<file path="src/rtl/mem_arbiter_if.sv">
// Bus bundle for mem_arbiter: fetch (imem) and load/store (dmem) requester
// ports plus the shared downstream memory port.
//   slave  : arbiter view (takes requests, issues downstream transactions)
//   master : environment view (core requesters and memory fabric)
interface mem_arbiter_if;
    // Fetch requester
    logic        imem_valid;
    logic [31:0] imem_addr;
    logic        imem_ready;
    logic        imem_error;
    logic [31:0] imem_rdata;

    // Load/store requester
    logic        dmem_valid;
    logic [31:0] dmem_addr;
    logic [31:0] dmem_wdata;
    logic [3:0]  dmem_wstrb;
    logic        dmem_ready;
    logic        dmem_error;
    logic [31:0] dmem_rdata;

    // Downstream memory/peripheral port
    logic        mem_valid;
    logic        mem_instr;
    logic [31:0] mem_addr;
    logic [31:0] mem_wdata;
    logic [3:0]  mem_wstrb;
    logic [2:0]  mem_sel;
    logic        mem_ready;
    logic [31:0] mem_rdata;

    modport slave (
        input  imem_valid, imem_addr,
        output imem_ready, imem_error, imem_rdata,
        input  dmem_valid, dmem_addr, dmem_wdata, dmem_wstrb,
        output dmem_ready, dmem_error, dmem_rdata,
        output mem_valid, mem_instr, mem_addr, mem_wdata, mem_wstrb, mem_sel,
        input  mem_ready, mem_rdata
    );

    modport master (
        output imem_valid, imem_addr,
        input  imem_ready, imem_error, imem_rdata,
        output dmem_valid, dmem_addr, dmem_wdata, dmem_wstrb,
        input  dmem_ready, dmem_error, dmem_rdata,
        input  mem_valid, mem_instr, mem_addr, mem_wdata, mem_wstrb, mem_sel,
        output mem_ready, mem_rdata
    );
endinterface

</file>
<file path="src/rtl/mem_arbiter.sv">
// mem_arbiter: shares one downstream memory port between the fetch (imem)
// and load/store (dmem) requesters. Decodes BRAM / print / CLINT windows,
// drives a one-hot target select {clint, print, bram}, and answers
// out-of-map accesses locally with an error response. One transaction is
// outstanding at a time (IDLE -> BUSY -> RESP, or IDLE -> RESP on a miss).
//
// Optional feature: define ARBITER_RR_EN for round-robin arbitration on
// contention; otherwise dmem has fixed priority over imem.
module mem_arbiter #(
    parameter logic [31:0] bram_base_addr  = 32'h0000_0000,
    parameter logic [31:0] bram_top_addr   = 32'h0010_0000,
    parameter logic [31:0] print_base_addr = 32'h0100_0000,
    parameter logic [31:0] print_top_addr  = 32'h0100_0004,
    parameter logic [31:0] clint_base_addr = 32'h0200_0000,
    parameter logic [31:0] clint_top_addr  = 32'h0200_C000
) (
    input  logic         clock,
    input  logic         reset,
    mem_arbiter_if.slave bus
);

    typedef enum logic [1:0] {
        IDLE = 2'd0,
        BUSY = 2'd1,
        RESP = 2'd2
    } state_t;

    state_t      state_q, state_d;
    logic        gnt_imem_q, gnt_imem_d;     // current grant: 1 = imem, 0 = dmem
    logic [31:0] addr_q, addr_d;
    logic [31:0] wdata_q, wdata_d;
    logic [3:0]  wstrb_q, wstrb_d;
    logic [2:0]  sel_q, sel_d;
    logic        mem_valid_q, mem_valid_d;
    logic        imem_ready_q, imem_ready_d;
    logic        imem_error_q, imem_error_d;
    logic        dmem_ready_q, dmem_ready_d;
    logic        dmem_error_q, dmem_error_d;
    logic [31:0] rdata_q, rdata_d;
`ifdef ARBITER_RR_EN
    logic        last_imem_q, last_imem_d;   // last grant went to imem
`endif

    logic        any_valid;
    logic        pick_imem;
    logic [31:0] req_addr;
    logic [2:0]  req_sel;

    // Window test as (a - base) < (top - base): equivalent to
    // base <= a < top for base <= top, without a constant compare when base is 0.
    function automatic logic in_window(input logic [31:0] a,
                                       input logic [31:0] base,
                                       input logic [31:0] top);
        return (a - base) < (top - base);
    endfunction

    // Address decode with priority bram, print, clint; zero means miss.
    function automatic logic [2:0] decode_sel(input logic [31:0] a);
        if (in_window(a, bram_base_addr, bram_top_addr))
            return 3'b001;
        else if (in_window(a, print_base_addr, print_top_addr))
            return 3'b010;
        else if (in_window(a, clint_base_addr, clint_top_addr))
            return 3'b100;
        else
            return 3'b000;
    endfunction

    // Grant selection for the request considered in IDLE.
    always_comb begin
        any_valid = bus.imem_valid | bus.dmem_valid;
`ifdef ARBITER_RR_EN
        if (bus.imem_valid && bus.dmem_valid)
            pick_imem = ~last_imem_q;
        else
            pick_imem = bus.imem_valid;
`else
        pick_imem = bus.imem_valid & ~bus.dmem_valid;
`endif
        req_addr = pick_imem ? bus.imem_addr : bus.dmem_addr;
        req_sel  = decode_sel(req_addr);
    end

    // Next-state and next-output computation for the transaction FSM.
    always_comb begin
        state_d      = state_q;
        gnt_imem_d   = gnt_imem_q;
        addr_d       = addr_q;
        wdata_d      = wdata_q;
        wstrb_d      = wstrb_q;
        sel_d        = sel_q;
        mem_valid_d  = mem_valid_q;
        rdata_d      = rdata_q;
        imem_ready_d = 1'b0;
        imem_error_d = 1'b0;
        dmem_ready_d = 1'b0;
        dmem_error_d = 1'b0;
`ifdef ARBITER_RR_EN
        last_imem_d  = last_imem_q;
`endif

        unique case (state_q)
            IDLE: begin
                if (any_valid) begin
                    gnt_imem_d = pick_imem;
`ifdef ARBITER_RR_EN
                    last_imem_d = pick_imem;
`endif
                    if (req_sel != 3'b000) begin
                        addr_d      = req_addr;
                        wdata_d     = pick_imem ? '0 : bus.dmem_wdata;
                        wstrb_d     = pick_imem ? '0 : bus.dmem_wstrb;
                        sel_d       = req_sel;
                        mem_valid_d = 1'b1;
                        state_d     = BUSY;
                    end else begin
                        // Decode miss: answer locally, nothing goes downstream.
                        sel_d   = '0;
                        rdata_d = '0;
                        if (pick_imem) begin
                            imem_ready_d = 1'b1;
                            imem_error_d = 1'b1;
                        end else begin
                            dmem_ready_d = 1'b1;
                            dmem_error_d = 1'b1;
                        end
                        state_d = RESP;
                    end
                end
            end
            BUSY: begin
                if (bus.mem_ready) begin
                    rdata_d     = bus.mem_rdata;
                    mem_valid_d = 1'b0;
                    if (gnt_imem_q)
                        imem_ready_d = 1'b1;
                    else
                        dmem_ready_d = 1'b1;
                    state_d = RESP;
                end
            end
            RESP: begin
                state_d = IDLE;
            end
            default: begin
                state_d = IDLE;
            end
        endcase
    end

    // State and registered-output flops with synchronous reset.
    always_ff @(posedge clock) begin
        if (reset) begin
            state_q      <= IDLE;
            gnt_imem_q   <= 1'b0;
            addr_q       <= '0;
            wdata_q      <= '0;
            wstrb_q      <= '0;
            sel_q        <= '0;
            mem_valid_q  <= 1'b0;
            rdata_q      <= '0;
            imem_ready_q <= 1'b0;
            imem_error_q <= 1'b0;
            dmem_ready_q <= 1'b0;
            dmem_error_q <= 1'b0;
`ifdef ARBITER_RR_EN
            last_imem_q  <= 1'b1;
`endif
        end else begin
            state_q      <= state_d;
            gnt_imem_q   <= gnt_imem_d;
            addr_q       <= addr_d;
            wdata_q      <= wdata_d;
            wstrb_q      <= wstrb_d;
            sel_q        <= sel_d;
            mem_valid_q  <= mem_valid_d;
            rdata_q      <= rdata_d;
            imem_ready_q <= imem_ready_d;
            imem_error_q <= imem_error_d;
            dmem_ready_q <= dmem_ready_d;
            dmem_error_q <= dmem_error_d;
`ifdef ARBITER_RR_EN
            last_imem_q  <= last_imem_d;
`endif
        end
    end

    assign bus.mem_valid  = mem_valid_q;
    assign bus.mem_instr  = gnt_imem_q;
    assign bus.mem_addr   = addr_q;
    assign bus.mem_wdata  = wdata_q;
    assign bus.mem_wstrb  = wstrb_q;
    assign bus.mem_sel    = sel_q;
    assign bus.imem_ready = imem_ready_q;
    assign bus.imem_error = imem_error_q;
    assign bus.imem_rdata = rdata_q;
    assign bus.dmem_ready = dmem_ready_q;
    assign bus.dmem_error = dmem_error_q;
    assign bus.dmem_rdata = rdata_q;

endmodule
</file>
<file path="src/flat_wrapper.sv">
// flat-port wrapper written by rule: the top's interface ports become plain ports
module mem_arbiter_flat 
#(
    parameter logic [31:0] bram_base_addr  = 32'h0000_0000,
    parameter logic [31:0] bram_top_addr   = 32'h0010_0000,
    parameter logic [31:0] print_base_addr = 32'h0100_0000,
    parameter logic [31:0] print_top_addr  = 32'h0100_0004,
    parameter logic [31:0] clint_base_addr = 32'h0200_0000,
    parameter logic [31:0] clint_top_addr  = 32'h0200_C000
)
  (clock, reset, bus_imem_valid, bus_imem_addr, bus_imem_ready, bus_imem_error, bus_imem_rdata, bus_dmem_valid, bus_dmem_addr, bus_dmem_wdata, bus_dmem_wstrb, bus_dmem_ready, bus_dmem_error, bus_dmem_rdata, bus_mem_valid, bus_mem_instr, bus_mem_addr, bus_mem_wdata, bus_mem_wstrb, bus_mem_sel, bus_mem_ready, bus_mem_rdata);
  mem_arbiter_if bus_i ();
  input  logic clock;
  input  logic reset;
  input wire logic [$bits(bus_i.imem_valid)-1:0] bus_imem_valid;
  input wire logic [$bits(bus_i.imem_addr)-1:0] bus_imem_addr;
  output wire logic [$bits(bus_i.imem_ready)-1:0] bus_imem_ready;
  output wire logic [$bits(bus_i.imem_error)-1:0] bus_imem_error;
  output wire logic [$bits(bus_i.imem_rdata)-1:0] bus_imem_rdata;
  input wire logic [$bits(bus_i.dmem_valid)-1:0] bus_dmem_valid;
  input wire logic [$bits(bus_i.dmem_addr)-1:0] bus_dmem_addr;
  input wire logic [$bits(bus_i.dmem_wdata)-1:0] bus_dmem_wdata;
  input wire logic [$bits(bus_i.dmem_wstrb)-1:0] bus_dmem_wstrb;
  output wire logic [$bits(bus_i.dmem_ready)-1:0] bus_dmem_ready;
  output wire logic [$bits(bus_i.dmem_error)-1:0] bus_dmem_error;
  output wire logic [$bits(bus_i.dmem_rdata)-1:0] bus_dmem_rdata;
  output wire logic [$bits(bus_i.mem_valid)-1:0] bus_mem_valid;
  output wire logic [$bits(bus_i.mem_instr)-1:0] bus_mem_instr;
  output wire logic [$bits(bus_i.mem_addr)-1:0] bus_mem_addr;
  output wire logic [$bits(bus_i.mem_wdata)-1:0] bus_mem_wdata;
  output wire logic [$bits(bus_i.mem_wstrb)-1:0] bus_mem_wstrb;
  output wire logic [$bits(bus_i.mem_sel)-1:0] bus_mem_sel;
  input wire logic [$bits(bus_i.mem_ready)-1:0] bus_mem_ready;
  input wire logic [$bits(bus_i.mem_rdata)-1:0] bus_mem_rdata;
  assign bus_i.imem_valid = bus_imem_valid;
  assign bus_i.imem_addr = bus_imem_addr;
  assign bus_imem_ready = bus_i.imem_ready;
  assign bus_imem_error = bus_i.imem_error;
  assign bus_imem_rdata = bus_i.imem_rdata;
  assign bus_i.dmem_valid = bus_dmem_valid;
  assign bus_i.dmem_addr = bus_dmem_addr;
  assign bus_i.dmem_wdata = bus_dmem_wdata;
  assign bus_i.dmem_wstrb = bus_dmem_wstrb;
  assign bus_dmem_ready = bus_i.dmem_ready;
  assign bus_dmem_error = bus_i.dmem_error;
  assign bus_dmem_rdata = bus_i.dmem_rdata;
  assign bus_mem_valid = bus_i.mem_valid;
  assign bus_mem_instr = bus_i.mem_instr;
  assign bus_mem_addr = bus_i.mem_addr;
  assign bus_mem_wdata = bus_i.mem_wdata;
  assign bus_mem_wstrb = bus_i.mem_wstrb;
  assign bus_mem_sel = bus_i.mem_sel;
  assign bus_i.mem_ready = bus_mem_ready;
  assign bus_i.mem_rdata = bus_mem_rdata;
  mem_arbiter #(.bram_base_addr(bram_base_addr), .bram_top_addr(bram_top_addr), .print_base_addr(print_base_addr), .print_top_addr(print_top_addr), .clint_base_addr(clint_base_addr), .clint_top_addr(clint_top_addr)) u_core (.clock(clock), .reset(reset), .bus(bus_i));
endmodule
</file>
<file path="config.mk">
export PLATFORM = sky130hd
export DESIGN_NAME = mem_arbiter_flat
export DESIGN_NICKNAME = d
export VERILOG_FILES = /design/src/rtl/mem_arbiter_if.sv /design/src/rtl/mem_arbiter.sv /design/src/flat_wrapper.sv
export SDC_FILE = /design/constraint.sdc
export NUM_CORES = 1
export LEC_CHECK = 0
export BUFFER_PORTS_ARGS = -buffer_cell sky130_fd_sc_hd__buf_4
export CORE_AREA = 10 10 116 118
export CTS_CLUSTER_SIZE = 8
export DETAILED_ROUTE_END_ITERATION = 12
export DIE_AREA = 0 0 126 128
export PLACE_DENSITY = 0.92
export SYNTH_ARGS = -nofsm -noshare
export SYNTH_HDL_FRONTEND = slang
export SYNTH_SLANG_ARGS = --single-unit
</file>
<file path="constraint.sdc">
create_clock -name clock -period 6.42 [get_ports clock]
set_input_delay 0.642 -clock clock [delete_from_list [all_inputs] [get_ports clock]]
set_output_delay 0.642 -clock clock [all_outputs]
set_load 0.01 [all_outputs]
</file>
==> run_results.csv, run 1 <==
group,metric,value,unit
worst_setup_path,r2r_slack,4.27,ns
worst_setup_path,slowest_delay,0.70,ns
floorplan,coreArea,0.0112,mm²
worst_setup_path,worstPathArrival,3.67,ns
clock_network,clockRootBuffer,"clkbuf_16",
clock_network,cts_max_path_buffers,2,
worst_setup_path,path_cells,"buf_4, nor2b_1, buf_4, mux2i_1, ha_1, nor2_1, o211ai_1, a2bb2oi_1, o21a_1, o21ai_4, buf_4, mux2i_1",
clock_network,clk_latency,0.34,ns
clock_network,hold_buffers,0,
finish,syn_to_final_growth,44.0,%
worst_setup_path,critPathMaxFanout,56,
yosys,yosysUniqueCellTypes,50,
yosys,synth_top_family_by_area,"simple AND/OR/NAND/NOR gates",
yosys,ys_ff_latch,111,
sta,final.setup_skew,0.00467,ns
worst_hold_path,holdCritStartpoint,"u_core.bus.mem_valid",
sta,post-route-min-period,3.40,ns
worst_setup_path,critPathLaunchType,"primary input",
detailed_routing,firstDrtPassIters,5,
worst_hold_path,hp-class,"flop to flop",
yosys,yosysSeqAreaShare,44.8,%
clock_network,cts_tree,"yes",
clock_network,cts_buffers,9,
clock_network,htree_num_levels,3,
worst_setup_path,cp_common_cell,"buf_4",
yosys,synth-edff-count,0,
clock_network,clk_pin_slew,0.07,ns
worst_setup_path,crit_family,"buffers and inverters",
yosys,yosys_warnings,0,
finish,final_area,0.00714,mm²
yosys,synth_xor_area_share,0,%
placement,place_hpwl,12900,µm
placement,place_congestion,0.883,
yosys,synth-simple-area-share,20.5,%
detailed_routing,drc,0,
floorplan,rows,39,
placement,dp.cells,895,
finish,fin_cells,911,
detailed_routing,dr.first_iter.drc_count,356,
sta,hold_ws,0.455,ns
yosys,synthTopCellsByCount,"111 x dfxtp_1, 86 x nand2_1, 43 x mux2i_1",
worst_setup_path,cp_num_buf_inv,3,
sta,maxSlewHeadroom,41.4,%
detailed_routing,vias,4732,
yosys,synthArstFlopShare,0,%
power_and_ir_drop,leakage,3.54,nW
finish,layout-drive-gt1-share,40.9,%
worst_setup_path,crit_slowest_cell,"buf_4",
clock_network,post-cts-setup-buffer-count,0,
run_status,status,"complete, no violations",
detailed_routing,post_drt_wl_per_cell,18.2,µm
yosys,synthAdderAreaFrac,0.252,%
yosys,synth_top_area_cell,"dfxtp_1",
sta,worstMarginPinSlew,0.869,ns
yosys,synth_top_area_share,44.8,%
grt,grt_max_degree,82,
detailed_routing,ant_nets,0,
grt,grt_pass1_vias,4757,
grt,grt.total_usage,19.0,%
worst_setup_path,critical_path_class,"primary input to flop",
floorplan,die_area,0.0161,mm²
floorplan,die_w,126,µm
worst_setup_path,r2r_cells,6,
sta,fmaxAchievable,294,MHz
sta,final-setup-viol-count,0,
sta,slew_viol_final,0,
finish,final_nets,901,
worst_hold_path,min_to,"u_core.bus.mem_valid",
worst_setup_path,worstSetupEndpointType,"flop",
detailed_routing,via_per_inst,5.19,
power_and_ir_drop,ir_drop,0.212,mV
clock_network,ctsResizeCount,0,
sta,final.setup.tns,0,ns
finish,finish.utilization,63.6,%
finish,n_antenna_cell,0,
yosys,dominantRegCellSynth,"dfxtp_1",
grt,grt.overflow.total,0,
grt,grt_pass1_wl,25400,µm
floorplan,start_util,44.2,%
floorplan,num_io_pins,278,
sta,rsz0062_at_grt,"no",
sta,period_share,53.0,%
detailed_routing,routed_wl,16600,µm
placement,port_buffers,277,
yosys,syn_inst,538,
power_and_ir_drop,cellPowerDensity,192,mW/mm²
flow_run,drv_cap,0,
worst_hold_path,hold_depth,2,
worst_setup_path,required,6.69,ns
yosys,ys_top_cells_by_area,"dfxtp_1 45%, mux2i_1 8.7%, nand2_1 6.5%",
worst_setup_path,regToRegStartpoint,"u_core.state_q[0]",
yosys,syn-num-nets,676,
grt,antenna_found_initial,0,
yosys,synthMuxAreaShare,9.66,%
yosys,synth_area,0.00496,mm²
clock_network,cts_sinks,111,
placement,place_area,0.00686,mm²
floorplan,fp.dieH,128,µm
yosys,postSynthAreaPerCell,9.22,µm²
sta,hold_viol,0,
worst_setup_path,rr_endpoint,"u_core.bus.mem_wdata[30]",
yosys,yosysMostFrequentCell,"dfxtp_1",
yosys,synth_compound_area_share,14.4,%
## cell usage in the layout (no fill, tap or decap), types with 2 or more instances in the layout
| master | count |
|---|---|
| nand3_1 | 6 |
| mux2i_1 | 43 |
| a22o_1 | 32 |
| nand2b_1 | 39 |
| o21ai_0 | 2 |
| buf_4 | 283 |
| and3_1 | 20 |
| and2_1 | 2 |
| a21oi_1 | 10 |
| nor4b_1 | 2 |
| clkbuf_16 | 9 |
| o211ai_1 | 2 |
| inv_1 | 25 |
| nor2_1 | 12 |
| nor3_1 | 4 |
| inv_6 | 2 |
| a221oi_1 | 21 |
| nand2_1 | 86 |
| nand4_1 | 2 |
| nor4_1 | 9 |
| dfxtp_1 | 111 |
| a211oi_1 | 5 |
| and3b_1 | 8 |
| clkinv_2 | 2 |
## layout make-up
cell class | count | area [µm²]
inverter | 26 | 97.6
fill | 934 | 4080
sequential | 111 | 2220
clock buffer | 10 | 239
timing repair buffer | 283 | 2120
clock inverter | 6 | 43.8
multi-input combinational | 332 | 2240
tap | 143 | 179
## metal layers
| layer | wire, µm | share of wire (%) | up-vias | track usage [%] |
|---|---|---|---|---|
| li1 | - | - | 2292 | - |
| met1 | 6260 | 38 | 2191 | 20.9 |
| met2 | 8390 | 51 | 223 | 32.5 |
| met3 | 1570 | 9.5 | 26 | 7.65 |
| met4 | 342 | 2.1 | 0 | 6.63 |
| met5 | 0 | 0 | - | 0 |
## through the flow
| step | setup WS (ns) | power, mW |
|---|---|---|
| CTS | 3.03 | 1.38 |
| detailed placement | 2.68 | 0.858 |
| finish | 3.02 | 1.37 |
| global placement | 2.77 | 0.856 |
| floorplan | 3.54 | 0.773 |
| global route | 2.77 | 1.42 |
## flip-flops by register name (all words and copies together), names as in the netlist
register and flops:
u_core.bus.mem_sel 3, u_core.bus.mem_addr 32, u_core.bus.imem_error 1, u_core.bus.dmem_error 1, u_core.state_q 2, u_core.bus.imem_ready 1
u_core.bus.mem_instr 1, u_core.bus.dmem_rdata 32, u_core.bus.mem_wdata 32, u_core.bus.mem_valid 1, u_core.bus.dmem_ready 1, u_core.bus.mem_wstrb 4
## worst max path at each step
stage                         from                         to  slack [ns]  cells past startpoint
floorplan           bus_dmem_valid  u_core.bus.dmem_rdata[11]        3.54                     12
global placement    bus_dmem_valid    u_core.bus.mem_addr[17]        2.77                     12
detailed placement  bus_dmem_valid    u_core.bus.mem_addr[17]        2.68                     12
CTS                 bus_dmem_valid  u_core.bus.dmem_rdata[25]        3.03                     11
global route        bus_dmem_valid    u_core.bus.mem_addr[10]        2.77                     12
finish              bus_dmem_valid   u_core.bus.mem_wdata[30]        3.02                     12
## tightest hold or removal path: stages, from the launching register on
cell and delay (ns):
dfxtp_1 0.31, inv_1 0.05, a21oi_1 0.05
## power breakdown
group / total, mW / internal [mW] / leakage [nW] / switching [mW]
Combinational: 0.152 / 0.0838 / 2.51 / 0.0685
Clock: 0.527 / 0.276 / 0.139 / 0.251
Sequential: 0.691 / 0.690 / 0.895 / 0.00128
## logic make-up (layout without fill, tap and decap cells)
group           Yosys count  count (layout)
compound gates           86              86
fa+ha+maj                 1               1
buf+inv                  95             325
flops                   111             111
mux                      46              46
simple gates            199             199
No activity file was read; power rests on OpenSTA's default activity.
==> inputs of run 2 (changes only) <==
CORE_AREA = 10 10 118 120   (was 10 10 116 118)
DIE_AREA = 0 0 128 130   (was 0 0 126 128)
PLACE_DENSITY = 0.89   (was 0.92)
clock period = 3.2 ns   (was 6.42 ns; I/O delays follow)
==> run_results.csv, run 2 (synthesis results as in run 1) <==
group,metric,value,unit
run_status,status,"complete, no violations",
worst_setup_path,worstSetupEndpointType,"flop",
worst_hold_path,hp-class,"primary input to flop",
floorplan,rows,40,
worst_setup_path,r2r_slack,1.36,ns
power_and_ir_drop,leakage,3.56,nW
sta,hold_viol,0,
grt,grt_pass1_wl,25600,µm
detailed_routing,ant_nets,0,
placement,port_buffers,277,
finish,n_fill_cell,996,
grt,grt_pass1_vias,4694,
floorplan,start_util,42.3,%
worst_setup_path,crit_slowest_cell,"a2111oi_0",
detailed_routing,firstDrtPassIters,5,
detailed_routing,dr.first_iter.drc_count,312,
sta,period_share,77.2,%
worst_setup_path,path_cells,"buf_4, nand2b_1, mux2i_1, ha_1, a2111oi_0, a2bb2oi_1, o21a_1, inv_2, a31oi_4, buf_4, a22o_1",
worst_setup_path,rr_endpoint,"u_core.bus.mem_addr[13]",
sta,slew_viol_final,0,
worst_setup_path,required,3.49,ns
clock_network,hold_buffers,0,
sta,final.setup_skew,0.0101,ns
clock_network,ctsResizeCount,0,
worst_setup_path,worstPathArrival,2.76,ns
worst_setup_path,crit_family,"compound AO/OA/AOI/OAI gates",
floorplan,coreArea,0.0117,mm²
detailed_routing,post_drt_wl_per_cell,18.2,µm
clock_network,cts_buffers,9,
worst_setup_path,critical_path_class,"primary input to flop",
detailed_routing,via_per_inst,5.12,
grt,grt_max_degree,70,
worst_setup_path,r2r_cells,6,
sta,finalWorstSetupSlack,0.729,ns
placement,dp.cells,901,
finish,layout-drive-gt1-share,41.2,%
sta,worstMarginPinSlew,0.683,ns
clock_network,htree_num_levels,3,
clock_network,post-cts-setup-buffer-count,0,
placement,dp_slack,0.373,ns
worst_hold_path,holdCritStartpoint,"bus_mem_rdata[7]",
power_and_ir_drop,cellPowerDensity,398,mW/mm²
floorplan,die_area,0.0166,mm²
grt,grt.total_usage,19.1,%
clock_network,cts_max_path_buffers,2,
worst_hold_path,min_to,"u_core.bus.dmem_rdata[7]",
finish,final_common_cell,"buf_4",
finish,final_nets,903,
finish,syn_to_final_growth,45.4,%
floorplan,fp.dieH,130,µm
grt,antenna_found_initial,0,
worst_setup_path,cp_common_cell,"buf_4",
floorplan,num_io_pins,278,
power_and_ir_drop,ir_drop,0.275,mV
placement,place_area,0.00689,mm²
finish,n_antenna_cell,0,
worst_setup_path,critPathLaunchType,"primary input",
clock_network,cts_tree,"yes",
finish,final_area,0.00721,mm²
detailed_routing,routed_wl,16700,µm
detailed_routing,drc,0,
worst_setup_path,regToRegStartpoint,"u_core.state_q[0]",
clock_network,clockRootBuffer,"clkbuf_16",
clock_network,clk_latency,0.36,ns
worst_setup_path,cp_num_buf_inv,3,
worst_setup_path,critPathMaxFanout,32,
placement,place_hpwl,13000,µm
sta,post-route-min-period,2.47,ns
placement,place_congestion,0.923,
sta,rsz0062_at_grt,"no",
floorplan,die_w,128,µm
sta,final-setup-viol-count,0,
sta,fmaxAchievable,405,MHz
worst_setup_path,slowest_delay,0.43,ns
flow_run,drv_cap,0,
grt,grt.overflow.total,0,
detailed_routing,vias,4697,
clock_network,cts_sinks,111,
finish,fin_cells,917,
finish,layout_common_cells,"284 x buf_4, 111 x dfxtp_1, 86 x nand2_1",
sta,final.setup.tns,0,ns
clock_network,clk_pin_slew,0.08,ns
worst_hold_path,hold_depth,2,
sta,maxSlewHeadroom,54.0,%
==> run 2: cell types whose count changed in the layout (fill, tap and decap cells not counted), sizes merged <==
cell	previous run	this run
clkinvlp	1	3
clkinv	3	1
clkbuf	10	9
buf	283	285
bufinv	0	1
==> run 2: worst max-delay path by stage <==
stage / from / to / slack (ns) / cells past startpoint
finish: bus_dmem_valid / u_core.bus.dmem_rdata[12] / 0.73 / 11
global route: bus_dmem_valid / u_core.bus.dmem_rdata[1] / 0.54 / 10
CTS: bus_dmem_valid / u_core.bus.dmem_rdata[12] / 0.76 / 11
detailed placement: bus_dmem_valid / u_core.bus.dmem_rdata[12] / 0.37 / 11
global placement: bus_dmem_valid / u_core.bus.dmem_rdata[31] / 0.48 / 11
floorplan: bus_dmem_valid / u_core.bus.dmem_rdata[11] / 0.64 / 12
==> run 2: final cells by class <==
class | instances | area (µm²) | area share, %
clock buffers | 9 | 225 | 3.12
clock inverters | 7 | 88.8 | 1.23
inverters | 26 | 97.6 | 1.35
multi-input cells | 332 | 2240 | 31.1
flip-flops and latches | 111 | 2220 | 30.8
well taps | 147 | 184 | 2.55
repair buffers | 285 | 2150 | 29.9
==> run 2: report_power, final <==
group | total (mW) | switching (mW) | internal (mW)
sequential | 1.39 | 0.00299 | 1.38
clock | 1.18 | 0.555 | 0.623
combinational | 0.307 | 0.137 | 0.170
==> run 2: through the flow <==
step / total power, mW / hold WS, ns / utilization [%]
global route: 2.98 / 0.159 / 61.5
detailed placement: 1.73 / 0.443 / 58.9
global placement: 1.72 / 0.439 / 58.9
floorplan: 1.55 / 0.417 / -
CTS: 2.90 / 0.158 / 61.5
finish: 2.87 / 0.173 / 61.5
==> run 2: layer usage <==
layer  GRT usage [%]  share of wire, %  wire (µm)
met1            21.5                38       6300
met2            30.8                48       8010
met3            8.32                12       1980
met4            8.48               2.6        440
met5               0                 0          0
==> run 2: worst reg2reg max path: stages (launching register included) <==
cell and delay (ns):
dfxtp_1 0.33, or2_1 0.31, nor2_1 0.13, buf_4 0.27, o21ai_4 0.11, buf_12 0.23, a221oi_1 0.38
==> inputs of run 3 (changes only) <==
clock period = 2.6 ns   (was 3.2 ns; I/O delays follow)
==> run_results.csv, run 3 (synthesis results as in run 1) <==
group,metric,value,unit
clock_network,cts_buffers,9,
grt,grt.total_usage,19.0,%
detailed_routing,post_drt_wl_per_cell,18.2,µm
power_and_ir_drop,cellPowerDensity,493,mW/mm²
sta,final.setup_skew,0.00518,ns
worst_setup_path,critPathMaxFanout,35,
power_and_ir_drop,ir_drop,0.334,mV
finish,layout-drive-gt1-share,41.8,%
finish,syn_to_final_growth,47.7,%
sta,hold_ws,0.125,ns
detailed_routing,routed_wl,16900,µm
clock_network,hold_buffers,0,
clock_network,cts_max_path_buffers,2,
worst_setup_path,slowest_delay,0.32,ns
clock_network,htree_num_levels,3,
detailed_routing,dr_wl_met2,8340,µm
worst_setup_path,crit_family,"compound AO/OA/AOI/OAI gates",
sta,post-route-min-period,2.30,ns
sta,worstMarginPinSlew,0.912,ns
finish,final_nets,911,
clock_network,cts_tree,"yes",
sta,final.setup.tns,0,ns
grt,antenna_found_initial,0,
worst_setup_path,required,2.84,ns
detailed_routing,dr.first_iter.drc_count,335,
clock_network,clockRootBuffer,"clkbuf_16",
placement,port_buffers,277,
grt,grt.overflow.total,0,
floorplan,start_util,42.3,%
detailed_routing,met1_length,6510,µm
clock_network,clk_pin_slew,0.08,ns
worst_setup_path,path_cells,"buf_4, nand2b_1, mux2i_1, ha_1, nand2_1, a2111oi_0, a2bb2oi_1, o21a_1, o21ai_4, buf_12, a221oi_1",
power_and_ir_drop,p_sw_share,23.1,%
power_and_ir_drop,power,3.61,mW
power_and_ir_drop,p_switching,0.833,mW
sta,period_share,88.5,%
sta,finalWorstSetupSlack,0.299,ns
power_and_ir_drop,p_int,2.78,mW
grt,grt_pass1_vias,4813,
floorplan,die_w,128,µm
floorplan,coreArea,0.0117,mm²
sta,final-setup-viol-count,0,
sta,fmaxAchievable,435,MHz
finish,fin_cells,925,
finish,layout_common_cells,"289 x buf_4, 111 x dfxtp_1, 86 x nand2_1",
sta,hold_viol,0,
floorplan,fp.dieH,130,µm
detailed_routing,met3_length,1770,µm
power_and_ir_drop,seqPwrFrac,47.2,%
worst_setup_path,cp_num_buf_inv,2,
sta,slew_viol_final,0,
finish,finish.utilization,62.5,%
detailed_routing,top_layer,"met4",
detailed_routing,vias,4715,
finish,final_common_cell,"buf_4",
grt,grt_pass1_wl,25500,µm
floorplan,num_io_pins,278,
detailed_routing,ant_nets,0,
clock_network,clk_latency,0.34,ns
floorplan,rows,40,
grt,grt_max_degree,81,
power_and_ir_drop,leakage,3.62,nW
detailed_routing,via_per_inst,5.10,
clock_network,post-cts-setup-buffer-count,0,
run_status,status,"complete, no violations",
power_and_ir_drop,combPwrFrac,10.8,%
placement,place_congestion,0.905,
detailed_routing,firstDrtPassIters,4,
sta,maxSlewHeadroom,38.9,%
detailed_routing,drc,0,
flow_run,drv_cap,0,
clock_network,cts_sinks,111,
placement,dp_slack,-0.0670,ns
worst_setup_path,critical_path_class,"primary input to flop",
worst_setup_path,crit_slowest_cell,"a221oi_1",
floorplan,die_area,0.0166,mm²
sta,rsz0062_at_grt,"no",
finish,n_antenna_cell,0,
placement,place_area,0.00699,mm²
worst_setup_path,worstPathArrival,2.54,ns
worst_hold_path,hp-class,"primary input to flop",
finish,final_area,0.00732,mm²
worst_setup_path,critPathLaunchType,"primary input",
worst_setup_path,worstSetupEndpointType,"flop",
placement,place_hpwl,13300,µm
placement,dp.cells,909,
power_and_ir_drop,clockPowerShare,41.9,%
clock_network,ctsResizeCount,0,
[run 3: per-layer routing]
layer	global-route usage, %	up-vias
li1	-	2304
met1	21.2	2204
met2	31.9	192
met3	8.07	15
met4	6.29	0
met5	0	-
[run 3: power by group through the flow]
stage	registers (mW)	logic (mW)	clock network, mW
after global routing	1.71	0.427	1.61
after CTS	1.71	0.390	1.55
final	1.71	0.391	1.51
after global placement	1.75	0.383	0
after detailed placement	1.75	0.389	0
after floorplan	1.75	0.160	0
[run 3: path summary, 6_finish.rpt]
path	from	endpoint	slack (ns)	depth (start not counted)
worst min register to register	u_core.bus.mem_valid	u_core.bus.mem_valid	0.45	2
worst max register to register	u_core.state_q[0]	u_core.bus.mem_addr[2]	0.85	5
worst min-delay path	bus_mem_rdata[1]	u_core.bus.dmem_rdata[1]	0.12	2
worst max-delay path	bus_dmem_valid	u_core.bus.mem_addr[17]	0.30	11
[run 3: layout make-up]
cell class | instances | area, µm²
clock inverter | 7 | 105
timing repair buffer | 293 | 2250
multi-input combinational | 332 | 2240
fill | 995 | 4390
sequential | 111 | 2220
tap | 147 | 184
inverter | 26 | 97.6
clock buffer | 9 | 225
[run 3: worst register-to-register path, cell delays in order (launching register included)]
cell and delay (ns):
dfxtp_1 0.33, or2_1 0.29, nor2_1 0.35, buf_4 0.31, and3_1 0.24, a221oi_1 0.08
